`config.mk`:
```
export PLATFORM = sky130hd
export DESIGN_NAME = note_synth_flat
export DESIGN_NICKNAME = d
export VERILOG_FILES = /design/src/rtl/note_pkg.sv /design/src/rtl/note_synth_if.sv /design/src/rtl/note_synth_string_voice.sv /design/src/rtl/note_synth.sv /design/src/flat_wrapper.sv
export SDC_FILE = /design/constraint.sdc
export NUM_CORES = 1
export LEC_CHECK = 0
export BUFFER_PORTS_ARGS = -buffer_cell sky130_fd_sc_hd__buf_2
export CAP_MARGIN = 20
export CORE_ASPECT_RATIO = 0.75
export CORE_MARGIN = 5
export CORE_UTILIZATION = 40
export DETAILED_ROUTE_END_ITERATION = 6
export GPL_TIMING_DRIVEN = 0
export HOLD_SLACK_MARGIN = 0.02
export RECOVER_POWER = 25
export SYNTH_ARGS = -nofsm -noshare
export SYNTH_HDL_FRONTEND = slang
export SYNTH_HIERARCHICAL = 1
export SYNTH_SLANG_ARGS = --single-unit
```
`constraint.sdc`:
```
create_clock -name clk -period 7.5 [get_ports clk]
set_input_delay 0.375 -clock clk [delete_from_list [all_inputs] [get_ports clk]]
set_output_delay 0.375 -clock clk [all_outputs]
set_load 0.05 [all_outputs]
```
`src/rtl/note_pkg.sv`:
```
// Shared constants, types and helpers for the six-string note synthesiser.
package note_pkg;

    localparam int unsigned NUM_STRINGS = 6;
    localparam int unsigned NUM_FRETS   = 5;
    localparam int unsigned NUM_PITCH   = 29;
    localparam int unsigned NOTE_W      = 32;
    localparam int unsigned FRET_W      = 3;
    localparam int unsigned PITCH_W     = 5;
    localparam int unsigned HP_W        = 19;
    localparam int unsigned ENV_W       = 8;
    localparam int unsigned MIX_W       = 12;
    localparam int unsigned MIX_SHIFT   = 4;
    localparam int unsigned AUDIO_W     = MIX_W + MIX_SHIFT;

    typedef logic        [HP_W-1:0]    hp_t;
    typedef logic        [ENV_W-1:0]   env_t;
    typedef logic        [FRET_W-1:0]  fret_t;
    typedef logic        [PITCH_W-1:0] pitch_t;
    typedef logic signed [MIX_W-1:0]   mix_t;
    typedef logic signed [AUDIO_W-1:0] audio_t;

    localparam env_t ENV_MAX = '1;

    // Open-string semitone offsets from E2: E2 A2 D3 G3 B3 E4.
    localparam pitch_t OPEN_SEMI [NUM_STRINGS] = '{
        5'd0, 5'd5, 5'd10, 5'd15, 5'd19, 5'd24
    };

    // Square-wave half period in 50 MHz clk cycles, index 0 = E2 .. 28 = G#4.
    localparam hp_t HALF_PERIOD [NUM_PITCH] = '{
        19'd303374, 19'd286346, 19'd270274, 19'd255105, 19'd240787,
        19'd227273, 19'd214517, 19'd202477, 19'd191113, 19'd180386,
        19'd170262, 19'd160706, 19'd151686, 19'd143173, 19'd135137,
        19'd127553, 19'd120394, 19'd113636, 19'd107258, 19'd101238,
        19'd95556,  19'd90193,  19'd85131,  19'd80353,  19'd75843,
        19'd71586,  19'd67569,  19'd63776,  19'd60197
    };

    // Highest set fret wins; returns 0 when no fret bit is set.
    function automatic fret_t top_fret(input logic [NUM_FRETS-1:0] frets);
        fret_t f;
        f = '0;
        for (int unsigned i = 0; i < NUM_FRETS; i++) begin
            if (frets[i]) f = FRET_W'(i);
        end
        return f;
    endfunction

endpackage

```
`src/rtl/note_synth_if.sv`:
```
// Note input / PCM output bundle between the playback datapath, synth and codec.
interface note_synth_if;
    import note_pkg::*;

    logic                   beat;
    logic                   note_valid;
    logic [NOTE_W-1:0]      note_in;
    logic                   mute;
    logic                   audio_ready;
    audio_t                 audio_out;
    logic                   audio_valid;
    logic                   overrun;
    logic [NUM_STRINGS-1:0] voice_active;

    modport master (
        output beat, note_valid, note_in, mute, audio_ready,
        input  audio_out, audio_valid, overrun, voice_active
    );

    modport slave (
        input  beat, note_valid, note_in, mute, audio_ready,
        output audio_out, audio_valid, overrun, voice_active
    );

endinterface

```
`src/rtl/note_synth_string_voice.sv`:
```
// One string: square-wave oscillator with a linearly decaying 8-bit envelope.
module string_voice
    import note_pkg::*;
(
    input  logic clk,
    input  logic resetn,
    input  logic i_strike,
    input  hp_t  i_half_period,
    input  logic i_decay_en,
    output logic o_square,
    output env_t o_env
);

    hp_t  r_phase;
    hp_t  r_half;
    logic r_square;
    env_t r_env;

    // Strike restarts the voice; otherwise oscillate and decay while the envelope is nonzero.
    always_ff @(posedge clk) begin
        if (!resetn) begin
            r_phase  <= '0;
            r_half   <= '0;
            r_square <= 1'b0;
            r_env    <= '0;
        end else if (i_strike) begin
            r_phase  <= '0;
            r_half   <= i_half_period;
            r_square <= 1'b1;
            r_env    <= ENV_MAX;
        end else begin
            if (i_decay_en && (r_env != '0)) begin
                r_env <= r_env - ENV_W'(1);
            end
            if (r_env != '0) begin
                if (r_phase == r_half - HP_W'(1)) begin
                    r_phase  <= '0;
                    r_square <= ~r_square;
                end else begin
                    r_phase <= r_phase + HP_W'(1);
                end
            end
        end
    end

    assign o_square = r_square;
    assign o_env    = r_env;

endmodule

```
`src/rtl/note_synth.sv`:
```
// Six-voice note synthesiser: fret decode, sample/decay dividers, mixer and PCM handshake.
module note_synth
    import note_pkg::*;
#(
    parameter int unsigned SAMPLE_DIV    = 1042,
    parameter int unsigned DECAY_SAMPLES = 96
) (
    input  logic         clk,
    input  logic         resetn,
    note_synth_if.slave  bus
);

    localparam int unsigned DIV_W = (SAMPLE_DIV    > 1) ? $clog2(SAMPLE_DIV)    : 1;
    localparam int unsigned DEC_W = (DECAY_SAMPLES > 1) ? $clog2(DECAY_SAMPLES) : 1;

    logic [DIV_W-1:0]       r_div;
    logic [DEC_W-1:0]       r_dcnt;
    logic                   w_tick;
    logic                   w_decay_en;

    logic [NUM_FRETS-1:0]   w_frets;
    logic [NUM_STRINGS-1:0] w_strike;
    hp_t                    w_half_period [NUM_STRINGS];
    logic [NUM_STRINGS-1:0] w_square;
    env_t                   w_env [NUM_STRINGS];
    logic [NUM_STRINGS-1:0] w_env_nz;
    mix_t                   w_sum;
    audio_t                 w_sample;

    audio_t                 r_audio_out;
    logic                   r_audio_valid;
    logic                   r_overrun;
    logic [NUM_STRINGS-1:0] r_voice_active;

    logic                   w_unused;

    assign w_tick     = (r_div == DIV_W'(SAMPLE_DIV - 1));
    assign w_decay_en = w_tick && (r_dcnt == DEC_W'(DECAY_SAMPLES - 1));
    assign w_unused   = &{1'b0, bus.note_in[NOTE_W-1:NUM_STRINGS*NUM_FRETS]};

    // Free-running sample divider and tick-based decay divider.
    always_ff @(posedge clk) begin
        if (!resetn) begin
            r_div  <= '0;
            r_dcnt <= '0;
        end else begin
            if (w_tick) begin
                r_div <= '0;
                if (w_decay_en) r_dcnt <= '0;
                else            r_dcnt <= r_dcnt + DEC_W'(1);
            end else begin
                r_div <= r_div + DIV_W'(1);
            end
        end
    end

    // Per-string strike detect and pitch lookup from the highest set fret.
    always_comb begin
        w_strike      = '0;
        w_half_period = '{default: '0};
        w_frets       = '0;
        for (int unsigned s = 0; s < NUM_STRINGS; s++) begin
            for (int unsigned f = 0; f < NUM_FRETS; f++) begin
                w_frets[f] = bus.note_in[NUM_STRINGS*f + s];
            end
            w_strike[s]      = bus.beat & bus.note_valid & (|w_frets);
            w_half_period[s] = HALF_PERIOD[OPEN_SEMI[s] + pitch_t'(top_fret(w_frets))];
        end
    end

    for (genvar gs = 0; gs < NUM_STRINGS; gs++) begin : g_voice
        string_voice u_voice (
            .clk           (clk),
            .resetn        (resetn),
            .i_strike      (w_strike[gs]),
            .i_half_period (w_half_period[gs]),
            .i_decay_en    (w_decay_en),
            .o_square      (w_square[gs]),
            .o_env         (w_env[gs])
        );
    end

    // Signed mix of all voices; silent voices contribute nothing.
    always_comb begin
        w_sum    = '0;
        w_env_nz = '0;
        for (int unsigned s = 0; s < NUM_STRINGS; s++) begin
            if (w_env[s] != '0) begin
                w_env_nz[s] = 1'b1;
                if (w_square[s]) w_sum = w_sum + mix_t'(w_env[s]);
                else             w_sum = w_sum - mix_t'(w_env[s]);
            end
        end
        w_sample = bus.mute ? '0 : audio_t'({w_sum, {MIX_SHIFT{1'b0}}});
    end

    // Output sample register with valid/ready handshake; a new tick always overwrites.
    always_ff @(posedge clk) begin
        if (!resetn) begin
            r_audio_out    <= '0;
            r_audio_valid  <= 1'b0;
            r_overrun      <= 1'b0;
            r_voice_active <= '0;
        end else begin
            r_voice_active <= w_env_nz;
            r_overrun      <= w_tick & r_audio_valid & ~bus.audio_ready;
            if (w_tick) begin
                r_audio_out   <= w_sample;
                r_audio_valid <= 1'b1;
            end else if (r_audio_valid & bus.audio_ready) begin
                r_audio_valid <= 1'b0;
            end
        end
    end

    assign bus.audio_out    = r_audio_out;
    assign bus.audio_valid  = r_audio_valid;
    assign bus.overrun      = r_overrun;
    assign bus.voice_active = r_voice_active;

endmodule
```
`src/flat_wrapper.sv`:
```
// flat-port wrapper written by rule: the top's interface ports become plain ports
module note_synth_flat import note_pkg::*;
#(
    parameter int unsigned SAMPLE_DIV    = 1042,
    parameter int unsigned DECAY_SAMPLES = 96
)
  (clk, resetn, bus_beat, bus_note_valid, bus_note_in, bus_mute, bus_audio_ready, bus_audio_out, bus_audio_valid, bus_overrun, bus_voice_active);
  note_synth_if bus_i ();
  input  logic clk;
  input  logic resetn;
  input wire logic [$bits(bus_i.beat)-1:0] bus_beat;
  input wire logic [$bits(bus_i.note_valid)-1:0] bus_note_valid;
  input wire logic [$bits(bus_i.note_in)-1:0] bus_note_in;
  input wire logic [$bits(bus_i.mute)-1:0] bus_mute;
  input wire logic [$bits(bus_i.audio_ready)-1:0] bus_audio_ready;
  output wire logic [$bits(bus_i.audio_out)-1:0] bus_audio_out;
  output wire logic [$bits(bus_i.audio_valid)-1:0] bus_audio_valid;
  output wire logic [$bits(bus_i.overrun)-1:0] bus_overrun;
  output wire logic [$bits(bus_i.voice_active)-1:0] bus_voice_active;
  assign bus_i.beat = bus_beat;
  assign bus_i.note_valid = bus_note_valid;
  assign bus_i.note_in = bus_note_in;
  assign bus_i.mute = bus_mute;
  assign bus_i.audio_ready = bus_audio_ready;
  assign bus_audio_out = bus_i.audio_out;
  assign bus_audio_valid = bus_i.audio_valid;
  assign bus_overrun = bus_i.overrun;
  assign bus_voice_active = bus_i.voice_active;
  note_synth #(.SAMPLE_DIV(SAMPLE_DIV), .DECAY_SAMPLES(DECAY_SAMPLES)) u_core (.clk(clk), .resetn(resetn), .bus(bus_i));
endmodule
```
## Yosys cells after proc, flatten, opt, wreduce, memory -nomap -nowiden

Memories as Yosys holds them, arrays and structs flattened. A register that Yosys moved wholly into a read port is not among the register bits.
Cells that the tools add are included.

| cells by class | value |
|---|---|
| add/subtract/negate cells | 36 |
| equal/unequal tests | 8 |
| bitwise operators | 24 |
| mux-type cells | 82 |
| reduce and logical (&&, ||, !) cells | 57 |

Operators by type and width:

| operator | number |
|---|---|
| two-way mux 12 bit | 12 |
| adder 19 x 1 -> 19 bit (second input constant) | 6 |
| == test 19 bit | 6 |
| two-way mux 19 bit | 6 |
| subtractor 19 x 1 -> 19 bit (second input constant) | 6 |
| two-way mux 8 bit | 12 |
| adder 12 x 9 -> 12 bit | 5 |
| subtractor 12 x 9 -> 12 bit | 5 |
| nonzero test 8 bit | 6 |
| subtractor 8 x 1 -> 8 bit (second input constant) | 6 |
| nonzero test 2 bit | 19 |
| two-way mux 1 bit | 32 |
| NOT 5 -> 6 bit | 5 |
| OR reduction 5 bit | 6 |
| two-way mux 2 bit | 12 |
| two-way mux 3 bit | 6 |
| two-way mux 16 bit | 1 |
| OR reduction 2 bit | 7 |
| AND reduction 2 bit | 6 |
| adder 11 x 1 -> 11 bit (second input constant) | 1 |
| == test 11 bit (second input constant) | 1 |
| adder 4 x 3 -> 5 bit (first input constant) | 2 |
| AND 1 bit | 10 |
| subtractor 1 x 8 -> 9 bit (first input constant) | 1 |
| 10 further kinds | 28 |

| storage, ports and cells | value |
|---|---|
| bits of input ports | 38 |
| logic and storage cells | 237 |
| output and inout bits | 24 |
| bits in registers | 210 |
| memories | 6 |
| bits in read-only memories | 3,648 |

Memories:

| memory | depth | width | read ports | clocked after Yosys merged registers in | write ports | RTL line | source |
|---|---|---|---|---|---|---|---|
| (name not given) | 32 | 19 | 1 | 1 | 0 | note_synth.sv:67 | `w_half_period[s] = HALF_PERIOD[OPEN_SEMI[s] + pitch_t'(top_fret(w_frets))];` |
| (name not given) | 32 | 19 | 1 | 1 | 0 | note_synth.sv:67 |  |
| (name not given) | 32 | 19 | 1 | 1 | 0 | note_synth.sv:67 |  |
| (name not given) | 32 | 19 | 1 | 1 | 0 | note_synth.sv:67 |  |
| (name not given) | 32 | 19 | 1 | 1 | 0 | note_synth.sv:67 |  |
| (name not given) | 32 | 19 | 1 | 1 | 0 | note_synth.sv:67 |  |

## Logic depth before layout (Yosys ltp)

| logic depth | value |
|---|---|
| depth in word-level cells | 19 |
| depth in mapped cells | 42 |

## Modules after synthesis

Netlist, hierarchy kept.

Modules (own cells, without submodules):

| module | times used | cells an instance | area an instance (um^2) | seq. area each (um^2) |
|---|---|---|---|---|
| string_voice at u_core.g_voice[0].u_voice ... | 4 | 304 | 2,663.8 | 940.9 |
| note_synth | 1 | 944 | 6,787.8 | 760.7 |
| string_voice at u_core.g_voice[4].u_voice ... | 2 | 293 | 2,643.8 | 940.9 |

## Worst setup path before layout

No wires, ideal clock.

| timing | value |
|---|---|
| kind | register to register |
| start point | register u_core.g_voice[0].u_voice.r_env[2] |
| end point | register u_core.r_audio_out[15] (netlist: u_core/bus.audio_out[15]) |
| data arrival time | 7.363 ns |
| slack | 0.021 ns |
| period minus slack after synthesis | 7.479 ns |
| cell stages (with the launch flop) | 34 |
| required time | 7.383 ns |
| setup time | 0.117 ns |
| cells stage by stage | dfxtp_1 > or4_1 > and2b_1 > nor2_1 > ha_1 > fa_1 > mux2_2 > fa_1 > a21o_1 > a21oi_1 > xnor2_1 > mux2_4 > ha_1 > o21a_1 > nor2_1 > nor2_1 > a21oi_1 > xor2_1 > nor2_1 > a21o_1 > ha_1 > a21oi_1 > o21ai_0 > xnor2_1 > o21ai_0 > a21o_1 > ha_1 > and3_1 > a22o_1 > o41ai_1 > mux2i_1 > xor2_1 > xnor3_1 > a22o_1 |

| between the ends | value |
|---|---|
| word-level cells in the longest chain between the ends | 19 |
| elaborated cells between the ends (all ways) | 25 |
| classes of those cells | add/sub: 11; mux: 13; reduce/logical: 1 |

RTL lines:

| element | RTL line | source |
|---|---|---|
| start, declared | note_synth_string_voice.sv:17 | `env_t r_env;` |
| start signal, assigned | note_synth_string_voice.sv:33 | `r_env <= r_env - ENV_W'(1);` |
| subtractor 1 x 8 -> 9 bit | note_synth.sv:91 | `else w_sum = w_sum - mix_t'(w_env[s]);` |
| two-way mux 12 bit | note_synth.sv:90 | `if (w_square[s]) w_sum = w_sum + mix_t'(w_env[s]);` |
| two-way mux 12 bit * | note_synth.sv:88 | `if (w_env[s] != '0) begin` |
| subtractor 12 x 9 -> 12 bit or adder 12 x 9 -> 12 bit (tied branches) | note_synth.sv:91, note_synth.sv:90 |  |
| two-way mux 12 bit | note_synth.sv:90 |  |
| two-way mux 12 bit * | note_synth.sv:88 |  |
| subtractor 12 x 9 -> 12 bit or adder 12 x 9 -> 12 bit (tied branches) | note_synth.sv:91, note_synth.sv:90 |  |
| two-way mux 12 bit | note_synth.sv:90 |  |
| [3 not listed] | n/a |  |
| two-way mux 12 bit * | note_synth.sv:88 |  |
| subtractor 12 x 9 -> 12 bit or adder 12 x 9 -> 12 bit (tied branches) | note_synth.sv:91, note_synth.sv:90 |  |
| two-way mux 12 bit | note_synth.sv:90 |  |
| two-way mux 12 bit * | note_synth.sv:88 |  |
| subtractor 12 x 9 -> 12 bit or adder 12 x 9 -> 12 bit (tied branches) | note_synth.sv:91, note_synth.sv:90 |  |
| two-way mux 12 bit | note_synth.sv:90 |  |
| two-way mux 12 bit * | note_synth.sv:88 |  |
| two-way mux 16 bit * | note_synth.sv:94 | `w_sample = bus.mute ? '0 : audio_t'({w_sum, {MIX_SHIFT{1'b0}}});` |
| end signal, assigned | note_synth.sv:108 | `r_audio_out <= w_sample;` |
| end, declared | note_synth.sv:30 | `audio_t r_audio_out;` |

Every way passes the cells marked *; elsewhere a longest branch is shown, timed or not.
A chain may end at the register's enable or synchronous reset.

## Worst setup path after layout

Ends and elaborated chain as after synthesis.

==> results.ini <==
[final_layout]
fillCellCount=5435
layout.cells.most_common=sky130_fd_sc_hd__nor2_1
post_layout_inst_area_mm2=0.0260
diodes=0
drive_gt1_share_pct=11.5
syn2layout_area_growth_pct=14.6
layout.cells.most_common_list=sky130_fd_sc_hd__nor2_1, sky130_fd_sc_hd__dfxtp_1, sky130_fd_sc_hd__xnor2_1
finalCoreUtilization_pct=46.4
fin_nets=3056

[routing]
route.top_layer_used=met4
detailroute.via_count=19500
drc=0
drtPass1Iterations=5
dr.first_iter.drc_count=1152
met3_length_mm=2.15
vias_per_cell=5.32
drt-wirelength-per-cell_um=15.2
wl_met2_mm=24.1
detail_route.wirelength.met1_mm=28.3
drtAntennaViolNets=0
wirelength_mm=55.7

[yosys]
cells_after_synth=2746
synth_adder_area_share_pct=6.65
synth-simple-area-share_pct=26.3
yosys_warnings=6
synth_edf_count=0
yosysUniqueCellTypes=87
netlist.top_cell.by_area=sky130_fd_sc_hd__dfxtp_1
synth_seq_area_share_pct=28.2
synth_top_cells_by_area=sky130_fd_sc_hd__dfxtp_1, sky130_fd_sc_hd__xnor2_1, sky130_fd_sc_hd__xor2_1
synth_largest_type_area_fraction_pct=28.2
compound_gate_fraction_of_synth_area_pct=12.3
syn_area_mm2=0.0227
main_combinational_cell_family_by_area_after_synthesis=simple AND/OR/NAND/NOR gates
synth-xor-area-share_pct=13.9
most_used_flip_flop_cell_after_synthesis=sky130_fd_sc_hd__dfxtp_1
mean_area_per_synthesized_cell_um2=8.28
yosys-mux-area-fraction_pct=7.84
synth.ff_latch_count=320
synth-async-reset-ratio_pct=0

[sta]
setup_viol_count_final=1
hold_viol_final=0
slew_violations=0
fin_tns_setup_ps=-250
clock-skew-final_ps=22.1
rsz0062_at_grt=true
finalWorstSetupSlack_ps=-250
finalHoldWorstSlack_ps=109
worst_pin_slew_ps=939
min_period_ps=7750
max_freq_mhz=129
maxSlewHeadroom_pct=37.2
timing.final.crit_share_pct=103

[hold_path]
whs_path_depth=3
timing.hold.worst_endpoint=u_core/g_voice[5].u_voice/r_half[2]
min_path_type=in -> reg
hold_path.startpoint=bus_note_in[29]

[setup_path]
worst-endpoint-required_ps=7930
arrival_time_at_the_worst_endpoint_ps=8180
cpMaxStageDelayCell=sky130_fd_sc_hd__or4_4
path_max_fanout=4
cp_startpoint_kind=register
rr_startpoint=u_core/g_voice[0].u_voice/o_env[2]
critical_path.most_common_cell=sky130_fd_sc_hd__o21bai_1
slowest_delay_ps=530
r2r_end=u_core/bus.audio_out[15]
cp-end-kind=register
rrSetupSlack_ps=-250
setup.worst_path.class=reg -> reg
rr_worst_depth=38

[power]
leakage_nw=10.1
vdd.ir_drop.worst_v=0.000689
power_density_mw_per_mm2=415
design_power_total_mw=10.8

[floorplanning]
boundaryPins=62
placeableCoreArea_mm2=0.0561
initial_utilization_pct=40.5
floorplan.die_area_mm2=0.0617
rows=75
floorplan.die.width_um=285
die_h_um=216

[global_route]
grt_util_all_layers_pct=17.3
via_count_of_the_first_global_routing_pass=18500
gr-total-overflow=0
maximum_number_of_pins_on_one_net_before_global_route_repair=23
grt_pass1_wl_mm=91.7
number_of_antenna_violations_at_the_first_check_in_global_routing=1

[clocking]
clkLatencyLatePin_ps=550
cts.sink_count=320
h-tree-depth=2
tritoncts=built
cts_hold_buffers=0
tritoncts_buffer_count=37
ctsRootBufferMaster=sky130_fd_sc_hd__clkbuf_16
path_clk_slew_ps=60
max-clock-path-buffers=3

[status]
outcome=finished with violations
failed_checks=negative setup slack

[placement]
io_buffer_count=52
hpwl_mm=41.0
place.gp.congestion=0.874
placed_area_mm2=0.0240

[job]
max_cap_violations=0

-- critical path: cells and delay by family (launching register included) --
family                   cells  cell delay (ps)
adder cells (fa/ha/maj)      6             1700
AO/OA/AOI/OAI               13             2300
flip-flops                   1              350
AND/OR/NAND/NOR             10             1710
multiplexers                 2              420
XOR/XNOR                     4              810
buffers and inverters        3              320
-- worst max path at each step --
| stage | start | end | cells past startpoint |
|---|---|---|---|
| 2_1_floorplan | u_core/g_voice[0].u_voice/o_env[2] | u_core/bus.audio_out[15] | 33 |
| 3_3_place_gp | u_core/g_voice[0].u_voice/o_env[2] | u_core/bus.audio_out[15] | 38 |
| 3_5_place_dp | u_core/g_voice[0].u_voice/o_env[2] | u_core/bus.audio_out[15] | 38 |
| 4_1_cts | u_core/g_voice[0].u_voice/o_env[3] | u_core/bus.audio_out[15] | 38 |
| 5_1_grt | u_core/g_voice[0].u_voice/o_env[2] | u_core/bus.audio_out[15] | 40 |
| 6_report | u_core/g_voice[0].u_voice/o_env[2] | u_core/bus.audio_out[15] | 38 |
-- report_power, final --
| part | internal [mW] | leakage (nW) | switching, mW |
|---|---|---|---|
| logic | 3.59 | 6.88 | 3.54 |
| registers | 1.77 | 2.61 | 0.0952 |
| clock network | 1.08 | 0.592 | 0.744 |
| total | 6.44 | 10.1 | 4.38 |
-- through the flow --
stage | std cells | setup slack, ps
after global routing | 3660 | -604
after floorplan | 2762 | 20.6
after global placement | 3545 | -1340
after detailed placement | 3546 | -1460
after CTS | 3644 | -237
final | 3660 | -250
-- synth_stat cells (all sizes together) (14+ instances only) --
master and instances:
nand2b 50, a211oi 21, buf 35, a21o 32, dfxtp 320, or3 22, nor2 335, nand3 68
nor4 45, a21oi 98, nor3 116, o21ai 81, o21a 15, ha 112, nand2 129, mux2 26
o21bai 14, or2 15, xor2 171, a21boi 33, inv 106, mux2i 148, o22ai 20, xnor2 178
nor2b 124, and2 22, nand4 62, clkbuf 100, and3 29, nand3b 15, a31oi 20, or4 19
-- state kept, by name (all words and copies together), names as in the netlist --
signal / cells
u_core/bus.overrun: 1
u_core/r_div: 11
u_core/g_voice.u_voice/o_square: 6
u_core/g_voice.u_voice/r_half: 114
u_core/g_voice.u_voice/o_env: 48
u_core/g_voice.u_voice/r_phase: 114
u_core/bus.voice_active: 6
u_core/bus.audio_valid: 1
u_core/bus.audio_out: 12
u_core/r_dcnt: 7
-- layer usage --
metal  vias up  global-route usage, %
li1       9916                      -
met4         0                   4.43
met3        76                   2.34
met1      9167                   25.1
met5         -                      0
met2       307                   27.1
-- cell type report --
| type | count | area (um2) | area share, % |
|---|---|---|---|
| tap | 731 | 915 | 3.51 |
| buffer | 135 | 646 | 2.48 |
| inverter | 110 | 413 | 1.59 |
| multi-input combinational | 2197 | 15800 | 60.8 |
| clock inverter | 13 | 145 | 0.557 |
| timing repair buffer | 100 | 596 | 2.29 |
| sequential | 320 | 6420 | 24.7 |
| clock buffer | 54 | 1080 | 4.16 |
-- timing repair --
| action | in CTS | in global routing |
|---|---|---|
| pin swaps | 35 | 39 |
| resized for setup | 71 | 40 |
| buffers inserted | 31 | 15 |
| endpoints found under the setup margin | 4 | 2 |
| cloned | 0 | 0 |
-- logic make-up (layout without fill, tap and decap cells) --
group,Yosys count,in the layout
AOI/OAI and AO/OA,416,416
and+or+nand+nor,1117,1117
xor gates and xnor gates,354,354
muxes,174,174
other,2,18
DFF,320,320
adders and majority gates,118,118
buffers and inverters,245,412
No activity file was read; power rests on OpenSTA's default activity.
